==> config.mk <==
export PLATFORM = sky130hd
export DESIGN_NAME = sprite_compositor_flat
export DESIGN_NICKNAME = d
export VERILOG_FILES = /design/src/rtl/sprite_compositor_if.sv /design/src/rtl/sprite_compositor.sv /design/src/flat_wrapper.sv
export SDC_FILE = /design/constraint.sdc
export NUM_CORES = 1
export LEC_CHECK = 0
export CORE_MARGIN = 2
export CORE_UTILIZATION = 45
export CTS_CLUSTER_DIAMETER = 150
export DETAILED_ROUTE_END_ITERATION = 12
export PLACE_DENSITY = 0.78
export SYNTH_ARGS = -nofsm -noshare
export SYNTH_HDL_FRONTEND = slang
export SYNTH_SLANG_ARGS = --single-unit
==> constraint.sdc <==
create_clock -name Clk -period 4.02 [get_ports Clk]
set_input_delay 0.603 -clock Clk [delete_from_list [all_inputs] [get_ports Clk]]
set_output_delay 0.603 -clock Clk [all_outputs]
set_load 0.03 [all_outputs]
==> src/rtl/sprite_compositor_if.sv <==
// Configuration write port for sprite_compositor: one strobe selects a
// layer and a field, and the data lands at the next rising clock edge.
interface sprite_compositor_if #(
  parameter int NUM_LAYERS = 4,
  parameter int COORD_W    = 10
);
  localparam int LAYER_W = (NUM_LAYERS > 1) ? $clog2(NUM_LAYERS) : 1;

  logic               cfg_we;
  logic [LAYER_W-1:0] cfg_layer;
  logic [2:0]         cfg_field;
  logic [COORD_W-1:0] cfg_data;

  modport master (output cfg_we, cfg_layer, cfg_field, cfg_data);
  modport slave  (input  cfg_we, cfg_layer, cfg_field, cfg_data);
endinterface

==> src/rtl/sprite_compositor.sv <==
// Three-stage sprite compositor.
//   Stage 1: window hit test and sprite-relative addresses.
//   Stage 2: hit/blank delay so they line up with the returned pixels.
//   Stage 3: priority mux, colour-key transparency and per-frame collision tracking.
module sprite_compositor #(
  parameter int                   NUM_LAYERS = 4,
  parameter int                   COORD_W    = 10,
  parameter int                   COLOR_W    = 8,
  parameter logic [3*COLOR_W-1:0] KEY_RGB    = 24'hFE06FF
) (
  input  logic                            Clk,
  input  logic                            Reset,
  input  logic [COORD_W-1:0]              DrawX,
  input  logic [COORD_W-1:0]              DrawY,
  input  logic                            blank,
  input  logic [COORD_W-1:0]              scroll_x,
  sprite_compositor_if.slave              cfg,
  output logic [NUM_LAYERS*COORD_W-1:0]   local_x,
  output logic [NUM_LAYERS*COORD_W-1:0]   local_y,
  output logic [NUM_LAYERS-1:0]           layer_hit,
  input  logic [NUM_LAYERS*3*COLOR_W-1:0] layer_rgb,
  input  logic [3*COLOR_W-1:0]            bg_rgb,
  output logic [COLOR_W-1:0]              Red,
  output logic [COLOR_W-1:0]              Green,
  output logic [COLOR_W-1:0]              Blue,
  output logic                            blank_out,
  output logic                            collision,
  output logic [NUM_LAYERS-1:0]           collision_mask
);

  localparam int LAYER_W = (NUM_LAYERS > 1) ? $clog2(NUM_LAYERS) : 1;
  localparam int PIX_W   = 3 * COLOR_W;

  // Per-layer configuration registers
  logic [COORD_W-1:0]    pos_x_q  [NUM_LAYERS];
  logic [COORD_W-1:0]    pos_x_d  [NUM_LAYERS];
  logic [COORD_W-1:0]    pos_y_q  [NUM_LAYERS];
  logic [COORD_W-1:0]    pos_y_d  [NUM_LAYERS];
  logic [COORD_W-1:0]    size_x_q [NUM_LAYERS];
  logic [COORD_W-1:0]    size_x_d [NUM_LAYERS];
  logic [COORD_W-1:0]    size_y_q [NUM_LAYERS];
  logic [COORD_W-1:0]    size_y_d [NUM_LAYERS];
  logic [NUM_LAYERS-1:0] en_q, en_d;
  logic [NUM_LAYERS-1:0] scroll_en_q, scroll_en_d;

  // Pipeline registers
  logic [NUM_LAYERS-1:0]         hit1_q, hit1_d;
  logic [NUM_LAYERS*COORD_W-1:0] local_x_q, local_x_d;
  logic [NUM_LAYERS*COORD_W-1:0] local_y_q, local_y_d;
  logic                          blank1_q, blank1_d;
  logic                          frame1_q, frame1_d;
  logic [NUM_LAYERS-1:0]         hit2_q, hit2_d;
  logic                          blank2_q, blank2_d;
  logic                          frame2_q, frame2_d;
  logic [PIX_W-1:0]              rgb_q, rgb_d;
  logic                          blank3_q, blank3_d;
  logic                          collision_q, collision_d;
  logic [NUM_LAYERS-1:0]         mask_q, mask_d;

  // Config write decode: only the addressed field of the addressed layer changes
  always_comb begin
    pos_x_d     = pos_x_q;
    pos_y_d     = pos_y_q;
    size_x_d    = size_x_q;
    size_y_d    = size_y_q;
    en_d        = en_q;
    scroll_en_d = scroll_en_q;
    if (cfg.cfg_we) begin
      for (int unsigned i = 0; i < NUM_LAYERS; i++) begin
        if (cfg.cfg_layer == LAYER_W'(i)) begin
          case (cfg.cfg_field)
            3'd0: pos_x_d[i]  = cfg.cfg_data;
            3'd1: pos_y_d[i]  = cfg.cfg_data;
            3'd2: size_x_d[i] = cfg.cfg_data;
            3'd3: size_y_d[i] = cfg.cfg_data;
            3'd4: begin
              en_d[i]        = cfg.cfg_data[0];
              scroll_en_d[i] = cfg.cfg_data[1];
            end
            default: ;
          endcase
        end
      end
    end
  end

  // Config register bank; reset wins over a simultaneous write
  always_ff @(posedge Clk) begin
    if (Reset) begin
      pos_x_q     <= '{default: '0};
      pos_y_q     <= '{default: '0};
      size_x_q    <= '{default: '0};
      size_y_q    <= '{default: '0};
      en_q        <= '0;
      scroll_en_q <= '0;
    end else begin
      pos_x_q     <= pos_x_d;
      pos_y_q     <= pos_y_d;
      size_x_q    <= size_x_d;
      size_y_q    <= size_y_d;
      en_q        <= en_d;
      scroll_en_q <= scroll_en_d;
    end
  end

  // Stage 1: window test carried one bit wider so sprites near the right edge never wrap
  always_comb begin
    logic [COORD_W:0] sx, x_lo, x_hi, y_lo, y_hi, dy, lx, ly;
    sx        = '0;
    x_lo      = '0;
    x_hi      = '0;
    y_lo      = '0;
    y_hi      = '0;
    dy        = {1'b0, DrawY};
    lx        = '0;
    ly        = '0;
    hit1_d    = '0;
    local_x_d = '0;
    local_y_d = '0;
    for (int unsigned i = 0; i < NUM_LAYERS; i++) begin
      sx   = {1'b0, DrawX} + (scroll_en_q[i] ? {1'b0, scroll_x} : '0);
      x_lo = {1'b0, pos_x_q[i]};
      x_hi = x_lo + {1'b0, size_x_q[i]};
      y_lo = {1'b0, pos_y_q[i]};
      y_hi = y_lo + {1'b0, size_y_q[i]};
      hit1_d[i] = en_q[i] && (sx >= x_lo) && (sx < x_hi) && (dy >= y_lo) && (dy < y_hi);
      lx = sx - x_lo;
      ly = dy - y_lo;
      local_x_d[i*COORD_W +: COORD_W] = lx[COORD_W-1:0];
      local_y_d[i*COORD_W +: COORD_W] = ly[COORD_W-1:0];
    end
    blank1_d = blank;
    frame1_d = (DrawX == '0) && (DrawY == '0);
  end

  // Stage 2 delay plus stage 3 compositing and collision accumulation
  always_comb begin
    logic [NUM_LAYERS-1:0] opaque;
    logic [PIX_W-1:0]      sel;
    int unsigned           n_opaque;
    logic                  coll_event;
    hit2_d   = hit1_q;
    blank2_d = blank1_q;
    frame2_d = frame1_q;
    opaque   = '0;
    sel      = bg_rgb;
    n_opaque = 0;
    for (int unsigned i = 0; i < NUM_LAYERS; i++) begin
      opaque[i] = hit2_q[i] && (layer_rgb[i*PIX_W +: PIX_W] != KEY_RGB);
      if (opaque[i]) n_opaque = n_opaque + 1;
    end
    // Walk from the lowest-priority layer up so layer 0 is applied last
    for (int unsigned k = 0; k < NUM_LAYERS; k++) begin
      if (opaque[NUM_LAYERS-1-k]) sel = layer_rgb[(NUM_LAYERS-1-k)*PIX_W +: PIX_W];
    end
    coll_event  = blank2_q && (n_opaque >= 2);
    rgb_d       = blank2_q ? sel : '0;
    blank3_d    = blank2_q;
    collision_d = collision_q;
    mask_d      = mask_q;
    if (frame2_q) begin
      collision_d = coll_event;
      mask_d      = coll_event ? opaque : '0;
    end else if (coll_event) begin
      collision_d = 1'b1;
      mask_d      = mask_q | opaque;
    end
  end

  // Pipeline register stages
  always_ff @(posedge Clk) begin
    if (Reset) begin
      hit1_q      <= '0;
      local_x_q   <= '0;
      local_y_q   <= '0;
      blank1_q    <= 1'b0;
      frame1_q    <= 1'b0;
      hit2_q      <= '0;
      blank2_q    <= 1'b0;
      frame2_q    <= 1'b0;
      rgb_q       <= '0;
      blank3_q    <= 1'b0;
      collision_q <= 1'b0;
      mask_q      <= '0;
    end else begin
      hit1_q      <= hit1_d;
      local_x_q   <= local_x_d;
      local_y_q   <= local_y_d;
      blank1_q    <= blank1_d;
      frame1_q    <= frame1_d;
      hit2_q      <= hit2_d;
      blank2_q    <= blank2_d;
      frame2_q    <= frame2_d;
      rgb_q       <= rgb_d;
      blank3_q    <= blank3_d;
      collision_q <= collision_d;
      mask_q      <= mask_d;
    end
  end

  assign layer_hit      = hit1_q;
  assign local_x        = local_x_q;
  assign local_y        = local_y_q;
  assign Red            = rgb_q[PIX_W-1 -: COLOR_W];
  assign Green          = rgb_q[2*COLOR_W-1 -: COLOR_W];
  assign Blue           = rgb_q[COLOR_W-1:0];
  assign blank_out      = blank3_q;
  assign collision      = collision_q;
  assign collision_mask = mask_q;

endmodule

==> src/flat_wrapper.sv <==
// flat-port wrapper written by rule: the top's interface ports become plain ports
module sprite_compositor_flat 
#(
  parameter int                   NUM_LAYERS = 4,
  parameter int                   COORD_W    = 10,
  parameter int                   COLOR_W    = 8,
  parameter logic [3*COLOR_W-1:0] KEY_RGB    = 24'hFE06FF
)
  (Clk, Reset, DrawX, DrawY, blank, scroll_x, local_x, local_y, layer_hit, layer_rgb, bg_rgb, Red, Green, Blue, blank_out, collision, collision_mask, cfg_cfg_we, cfg_cfg_layer, cfg_cfg_field, cfg_cfg_data);
  sprite_compositor_if #(.NUM_LAYERS(NUM_LAYERS), .COORD_W(COORD_W)) cfg_i ();
  input  logic Clk;
  input  logic Reset;
  input  logic [COORD_W-1:0] DrawX;
  input  logic [COORD_W-1:0] DrawY;
  input  logic blank;
  input  logic [COORD_W-1:0] scroll_x;
  output logic [NUM_LAYERS*COORD_W-1:0] local_x;
  output logic [NUM_LAYERS*COORD_W-1:0] local_y;
  output logic [NUM_LAYERS-1:0] layer_hit;
  input  logic [NUM_LAYERS*3*COLOR_W-1:0] layer_rgb;
  input  logic [3*COLOR_W-1:0] bg_rgb;
  output logic [COLOR_W-1:0] Red;
  output logic [COLOR_W-1:0] Green;
  output logic [COLOR_W-1:0] Blue;
  output logic blank_out;
  output logic collision;
  output logic [NUM_LAYERS-1:0] collision_mask;
  input wire logic [$bits(cfg_i.cfg_we)-1:0] cfg_cfg_we;
  input wire logic [$bits(cfg_i.cfg_layer)-1:0] cfg_cfg_layer;
  input wire logic [$bits(cfg_i.cfg_field)-1:0] cfg_cfg_field;
  input wire logic [$bits(cfg_i.cfg_data)-1:0] cfg_cfg_data;
  assign cfg_i.cfg_we = cfg_cfg_we;
  assign cfg_i.cfg_layer = cfg_cfg_layer;
  assign cfg_i.cfg_field = cfg_cfg_field;
  assign cfg_i.cfg_data = cfg_cfg_data;
  sprite_compositor #(.NUM_LAYERS(NUM_LAYERS), .COORD_W(COORD_W), .COLOR_W(COLOR_W), .KEY_RGB(KEY_RGB)) u_core (.Clk(Clk), .Reset(Reset), .DrawX(DrawX), .DrawY(DrawY), .blank(blank), .scroll_x(scroll_x), .cfg(cfg_i), .local_x(local_x), .local_y(local_y), .layer_hit(layer_hit), .layer_rgb(layer_rgb), .bg_rgb(bg_rgb), .Red(Red), .Green(Green), .Blue(Blue), .blank_out(blank_out), .collision(collision), .collision_mask(collision_mask));
endmodule
==> results of run 1 <==
==> worst min path at each step <==
| stage | startpoint | end | cells past startpoint |
|---|---|---|---|
| after floorplan | u_core.blank1_q$_SDFF_PP0_ | u_core.blank2_q$_SDFF_PP0_ | 1 |
| after global placement | u_core.blank1_q$_SDFF_PP0_ | u_core.blank2_q$_SDFF_PP0_ | 1 |
| after detailed placement | u_core.blank1_q$_SDFF_PP0_ | u_core.blank2_q$_SDFF_PP0_ | 1 |
| after CTS | u_core.blank1_q$_SDFF_PP0_ | u_core.blank2_q$_SDFF_PP0_ | 1 |
| after global routing | u_core.blank1_q$_SDFF_PP0_ | u_core.blank2_q$_SDFF_PP0_ | 1 |
| final | u_core.blank1_q$_SDFF_PP0_ | u_core.blank2_q$_SDFF_PP0_ | 1 |
==> through the flow <==
| step | cell area [sq um] | setup TNS, ns |
|---|---|---|
| final | 25600 | 0 |
| after global routing | 25600 | -0.0227 |
| after CTS | 25500 | 0 |
| after detailed placement | 24300 | -3.67 |
| after global placement | 24300 | -2.83 |
| after floorplan | 20400 | 0 |
==> state kept, by name, summed over array words and instances (netlist names), 4 cells and up <==
register and flops:
u_core.layer_hit 4, u_core.hit2_q 4, u_core.local_y 40, u_core.pos_x_q 40
u_core.local_x 40, u_core.en_q 4, u_core.rgb_q 24, u_core.collision_mask 4
u_core.scroll_en_q 4, u_core.size_y_q 40, u_core.size_x_q 40, u_core.pos_y_q 40
==> power by group through the flow <==
stage / Clock [mW] / Sequential (mW) / Combinational (mW)
2_1_floorplan: 0 / 3.20 / 0.585
3_3_place_gp: 0 / 3.06 / 1.35
3_5_place_dp: 0 / 3.06 / 1.38
4_1_cts: 3.43 / 3.00 / 1.39
5_1_grt: 3.53 / 3.00 / 1.50
6_report: 3.36 / 3.00 / 1.40
==> logic make-up (layout without fill, tap and decap cells) <==
kind of cell    after synthesis  count (layout)  share of synthesized area (%)
flops                       290             290                           28.6
mux                         183             183                           9.02
compound gates              478             478                           15.4
buf+inv                     215             579                           4.19
simple gates                748             748                           17.5
xor+xnor                    143             143                           6.16
fa+ha+maj                   299             299                           19.2
other cells                   0               5                              0
==> worst max-delay path, cell delays in order <==
cell	delay [ns]
clkdlybuf4s50_1	0.49
and2_1	0.20
ha_1	0.21
fa_1	0.40
a21oi_1	0.19
nor2b_1	0.09
a311oi_2	0.32
a21oi_1	0.14
a21boi_1	0.21
inv_1	0.07
ha_1	0.30
nand2_1	0.07
o2111ai_1	0.22
nor2_1	0.17
a21boi_0	0.26
o31ai_1	0.21
a311oi_1	0.23
==> synth_stat cells, drive strengths merged (6+ instances only) <==
cell / n
a31oi: 40
o2111ai: 9
and3: 12
nor3: 53
or3: 9
nand3: 19
nor2: 335
o211ai: 15
ha: 279
a21oi: 104
xnor2: 73
a211oi: 17
clkbuf: 65
or2: 9
nand2b: 29
a211o: 9
o22ai: 7
o31ai: 12
xor2: 70
o21a: 16
a31o: 13
buf: 11
o21ai: 109
dfxtp: 290
nor2b: 41
a2111oi: 6
or4: 17
a21boi: 12
nand4: 29
nand2: 115
fa: 20
mux2i: 183
a311oi: 7
and4: 7
nor4: 11
and2: 41
inv: 139
o21bai: 13
a21o: 61
==> layout by cell type, fill, tap and decap left out, types with 15 or more instances in the layout <==
cell type,netlist,layout
mux2i_1,183,183
xnor2_1,73,73
a211oi_1,17,17
clkdlybuf4s50_1,0,281
nor2_1,335,335
ha_1,279,278
o211ai_1,15,15
clkbuf_16,0,36
a21o_1,61,61
o21a_1,16,16
or4_1,15,15
a31oi_1,40,40
dfxtp_1,290,290
and2_1,41,41
inv_1,138,138
o21ai_0,108,107
nand3_1,19,19
fa_1,20,20
nand4_1,29,29
xor2_1,70,70
nor3_1,53,51
buf_4,0,93
a21oi_1,104,103
nor2b_1,41,40
nand2b_1,29,29
nand2_1,115,115
==> final cells by class <==
cell class	count	area (sq um)	area share, %
Antenna cell	5	12.5	0.0489
Sequential cell	290	5810	22.7
Clock buffer	49	1020	3.99
Tap cell	592	741	2.90
Clock inverter	15	193	0.754
Multi-Input combinational cell	1851	13700	53.7
Timing Repair Buffer	376	3540	13.9
Inverter	139	522	2.04
==> metal layers <==
metal  wire (um)  part of all wire (%)  track usage, %
met1       27700                    41            32.5
met2       33400                    49            50.5
met3        3810                   5.6            4.20
met4        3380                   4.9            14.7
met5           0                     0               0
==> repair_timing <==
action,CTS,global route
resized for setup,0,6
hold endpoints to repair,0,0
endpoints found under the setup margin,0,7
==> impl_metrics.py, run 1 <==
metrics = {
    "setup_path": {
        "start_kind": "input port",
        "worst_flop_to_flop_path_endpoint": "u_core.layer_hit[1]$_SDFF_PP0_",
        "r2r_start": "u_core.scroll_en_q[1]$_SDFFE_PP0P_",
        "reg2reg_depth": 16,
        "worstSetupStartpoint": "scroll_x[0]",
        "timing.critical_path.to_type": "flip-flop",
        "reg2reg_setup_slack_ns": 0.26,
        "worst_ep_arrival_ns": 4.40,
        "cp_max_fo": 4,
        "timing_worst_setup_path_type": "input port to flip-flop",
        "crit_end": "u_core.layer_hit[1]$_SDFF_PP0_",
        "worst_ep_required_time_ns": 4.48,
    },
    "global_routing": {
        "antenna_found_initial": 4,
        "maximum_number_of_pins_on_one_net_before_global_route_repair": 107,
        "grt_use_total_pct": 28.2,
        "gr-total-overflow": 0,
        "grt_first_pass_wirelength_mm": 104,
        "first_global_vias": 18950,
    },
    "pwr": {
        "total_power_mw": 7.76,
        "cellLeakagePower_nw": 11.2,
        "p_sw_share_pct": 27.7,
        "power_frac_seq_pct": 38.6,
        "p_per_area_nw_per_um2": 303,
        "combPwrFrac_pct": 18.0,
        "vdd.ir_drop.worst_uv": 331,
        "total_switching_power_mw": 2.15,
        "p_int_mw": 5.61,
        "p_clk_share_pct": 43.3,
    },
    "sta": {
        "hold_viol": 0,
        "final.setup.worst_slack_ns": 0.0742,
        "final-max-slew-violation-count": 0,
        "timing.final.setup_violations": 0,
        "min_period_ns": 3.95,
        "tightest_slew_ns": 1.19,
        "final.period_utilization_pct": 98.2,
        "slew_headroom_pct": 20.7,
        "setup_repair_after_global_routing_missed_its_margin": "yes",
        "final.hold.worst_slack_ns": 0.459,
        "finalClockSkew_ns": 0.0263,
        "fmax_mhz": 253,
    },
    "final_layout": {
        "final_net_count": 3161,
        "final_core_util_pct": 57.6,
        "area_added_between_synthesis_and_finish_pct": 25.8,
        "fillCellCount": 3972,
        "post_route_cells_drive_above_1_share_pct": 7.10,
        "final_cell_count_no_fill": 3317,
    },
    "clock_tree": {
        "worst_setup_hold_path_clk_slew_ns": 0.06,
        "number_of_buffers_created_by_cts": 35,
        "cts_tree": "done",
        "worst_skew_pair.late_latency_ns": 0.57,
        "post_cts_hold_buffer_count": 0,
        "ctsRootBufferMaster": "clkbuf_16",
        "post-cts-setup-buffer-count": 0,
        "clock_sinks": 290,
        "htree_levels": 2,
        "cts.path.max_buffers": 3,
    },
    "synthesis": {
        "ys.warnings.count": 0,
        "asyncSetResetFlopFracSynth_pct": 0,
        "postSynthCellCount": 2356,
        "synthFlopType": "dfxtp_1",
        "share_of_the_synthesized_area_in_the_top_cell_type_pct": 28.6,
        "synth_area_per_cell_sq_um": 8.62,
        "number_of_distinct_library_cells_after_synthesis": 68,
        "synth-seq-cells": 290,
        "sequential_area_share_after_synthesis_pct": 28.6,
        "post_synthesis_instance_area_sq_um": 20300,
        "post-synth-top-area-cell": "dfxtp_1",
        "synth_top_cells_by_area": "dfxtp_1 (29%), ha_1 (17%), mux2i_1 (9.0%)",
        "nets_in_the_synthesized_netlist": 2824,
        "synth_edf_count": 0,
    },
    "floorplan": {
        "core_sq_um": 44400,
        "start_util_pct": 45.7,
        "die_width_um": 216,
        "std_cell_rows": 77,
        "floorplan.die.height_um": 216,
        "i_o_pins": 283,
        "design.die.area_sq_um": 46900,
    },
    "detailed_routing": {
        "drt_iter0_markers": 1141,
        "drt-vias-per-instance": 5.67,
        "total_via_count_in_the_routed_design": 18791,
        "drt_pre_antenna_iters": 7,
        "route.final.wire_length_mm": 68.3,
        "routedWlPerCell_um": 20.6,
        "antenna_violating_nets_post_route": 0,
        "route.detailed.drc": 0,
    },
    "place": {
        "placement.io_buffers": 282,
        "place_inst": 3248,
        "finalWeightedCongestion": 0.981,
        "pre_cts_slack_ns": -0.562,
        "place.detailed.hpwl_mm": 52.9,
    },
    "run_status": {
        "outcome": "finished, final reports clean",
    },
    "run": {
        "max_cap_violations": 0,
    },
    "min_path": {
        "hp_class": "flip-flop to flip-flop",
    },
}
Note: power is estimated with default switching activity, not from simulation.
==> run 2: changes to the inputs <==
Settings changed: GPL_TIMING_DRIVEN set to 0.
==> impl_metrics.py, run 2 (synthesis gave the netlist of run 1 again) <==
metrics = {
    "final_layout": {
        "post_route_cells_drive_above_1_share_pct": 5.11,
        "final_net_count": 3145,
        "post-route-cell-area_sq_um": 25400,
        "area_added_between_synthesis_and_finish_pct": 24.8,
        "most-common-layout-cells": "nor2_1 (335), dfxtp_1 (289), ha_1 (277), clkdlybuf4s50_1 (276), mux2i_1 (183)",
        "final_common_cell": "nor2_1",
        "final_cell_count_no_fill": 3298,
    },
    "sta": {
        "final-max-slew-violation-count": 0,
        "hold_viol": 0,
        "tightest_slew_ns": 1.32,
        "final.hold.worst_slack_ns": 0.445,
        "final.setup.worst_slack_ns": 0.0449,
        "finalClockSkew_ns": 0.0293,
        "slew_headroom_pct": 11.7,
        "final.period_utilization_pct": 98.9,
        "timing.final.setup_violations": 0,
        "fmax_mhz": 252,
        "min_period_ns": 3.98,
    },
    "run": {
        "max_cap_violations": 0,
    },
    "detailed_routing": {
        "route.final.wire_length_mm": 71.2,
        "routedWlPerCell_um": 21.6,
        "route.detailed.drc": 0,
        "total_via_count_in_the_routed_design": 19234,
        "antenna_violating_nets_post_route": 0,
        "drt_pre_antenna_iters": 5,
        "drt-vias-per-instance": 5.83,
        "drt_iter0_markers": 1124,
    },
    "pwr": {
        "vdd.ir_drop.worst_uv": 553,
        "combPwrFrac_pct": 18.0,
        "p_int_mw": 5.53,
        "p_sw_share_pct": 28.2,
        "total_switching_power_mw": 2.18,
        "power_frac_seq_pct": 38.9,
        "total_power_mw": 7.70,
        "cellLeakagePower_nw": 10.9,
        "p_clk_share_pct": 43.1,
        "p_per_area_nw_per_um2": 304,
    },
    "setup_path": {
        "worstSetupStartpoint": "layer_rgb[12]",
        "start_kind": "input port",
        "r2r_start": "u_core.scroll_en_q[2]$_SDFFE_PP0P_",
        "critical-path-slowest-cell": "or4_1",
        "reg2reg_depth": 16,
        "worst_ep_arrival_ns": 4.43,
        "worst_ep_required_time_ns": 4.47,
        "timing.critical_path.to_type": "flip-flop",
        "cp_max_fo": 4,
        "cp_slowest_stage_delay_ns": 0.54,
        "timing_worst_setup_path_type": "input port to flip-flop",
        "worstPathCellList": "clkdlybuf4s50_1 > or4_1 > or4_4 > o31ai_4 > buf_4 > clkinvlp_4 > ha_2 > nand2_1 > nand2_1 > ha_1 > or4_4 > a31oi_4 > a31oi_2 > a32o_1",
    },
    "place": {
        "pre_cts_slack_ns": -1.17,
        "place_inst": 3227,
        "placement.io_buffers": 279,
        "placement.cell_area_sq_um": 23900,
        "place.detailed.hpwl_mm": 55.7,
        "finalWeightedCongestion": 0.994,
    },
    "clock_tree": {
        "clock_sinks": 290,
        "post_cts_hold_buffer_count": 0,
        "cts_tree": "done",
        "worst_setup_hold_path_clk_slew_ns": 0.06,
        "htree_levels": 2,
        "ctsRootBufferMaster": "clkbuf_16",
        "cts.path.max_buffers": 3,
        "number_of_buffers_created_by_cts": 35,
        "worst_skew_pair.late_latency_ns": 0.57,
    },
    "floorplan": {
        "std_cell_rows": 77,
        "i_o_pins": 283,
        "die_width_um": 216,
        "start_util_pct": 45.7,
        "floorplan.die.height_um": 216,
        "core_sq_um": 44400,
        "design.die.area_sq_um": 46900,
    },
    "global_routing": {
        "first_global_vias": 19530,
        "antenna_found_initial": 6,
        "grt_use_total_pct": 29.7,
        "grt_first_pass_wirelength_mm": 108,
        "gr-total-overflow": 0,
        "maximum_number_of_pins_on_one_net_before_global_route_repair": 20,
    },
    "min_path": {
        "min_from": "u_core.blank1_q$_SDFF_PP0_",
        "min_path_cells": 1,
        "hp_class": "flip-flop to flip-flop",
    },
    "run_status": {
        "outcome": "finished, final reports clean",
    },
}
==> run 2: stage by stage <==
stage	util, %	setup TNS, ns
detailed placement	53.8	-9.57
global placement	53.8	-8.00
global route	57.1	-0.0350
floorplan	-	0
finish	57.1	0
CTS	56.8	0
==> run 2: final timing paths <==
kind	endpoint	slack, ns
min	u_core.blank2_q$_SDFF_PP0_	0.44
max reg2reg	u_core.layer_hit[2]$_SDFF_PP0_	0.12
min reg2reg	u_core.blank2_q$_SDFF_PP0_	0.44
max	u_core.collision_mask[1]$_SDFFE_PP0P_	0.04
==> run 2: cell type report <==
class	count	area [sq um]
Timing Repair Buffer	288	2870
Tap cell	592	741
Inverter	139	531
Fill cell	3883	19100
Sequential cell	290	5810
Clock buffer	47	1020
Buffer	72	335
Multi-Input combinational cell	1851	13900
Clock inverter	16	180
Antenna cell	3	7.51
==> run 2: metal layers <==
metal	part of all wire, %	global-route usage [%]	vias up
met5	0	0	-
met4	6.8	19.3	0
met3	7.8	5.89	261
met2	48	52.6	888
met1	38	32.2	9060
li1	-	-	9025
==> run 2: what timing repair did <==
item | CTS | global route
buffers inserted | 4 | 5
pin swaps | 5 | 12
gates resized for setup | 27 | 25
setup endpoints to repair | 9 | 8
==> run 2: critical path: cells and delay by family <==
| kind | cells | cell delay, ns |
|---|---|---|
| fa+ha+maj | 2 | 0.53 |
| compound gates | 4 | 0.92 |
| buf+inv | 3 | 0.71 |
| simple gates | 5 | 1.67 |
==> run 2: power groups by stage <==
stage                     registers [mW]  logic (mW)  clock network (mW)
after floorplan                     3.20       0.585                   0
after global placement              3.06        1.33                   0
after detailed placement            3.06        1.35                   0
after CTS                           3.00        1.37                3.37
after global routing                3.00        1.48                3.48
final                               3.00        1.39                3.32
==> run 3: changes to the inputs <==
Settings changed: GPL_TIMING_DRIVEN 0 to unset.
==> results of run 3 <==
Final layout, timing and power as in run 1 (identical DEF).
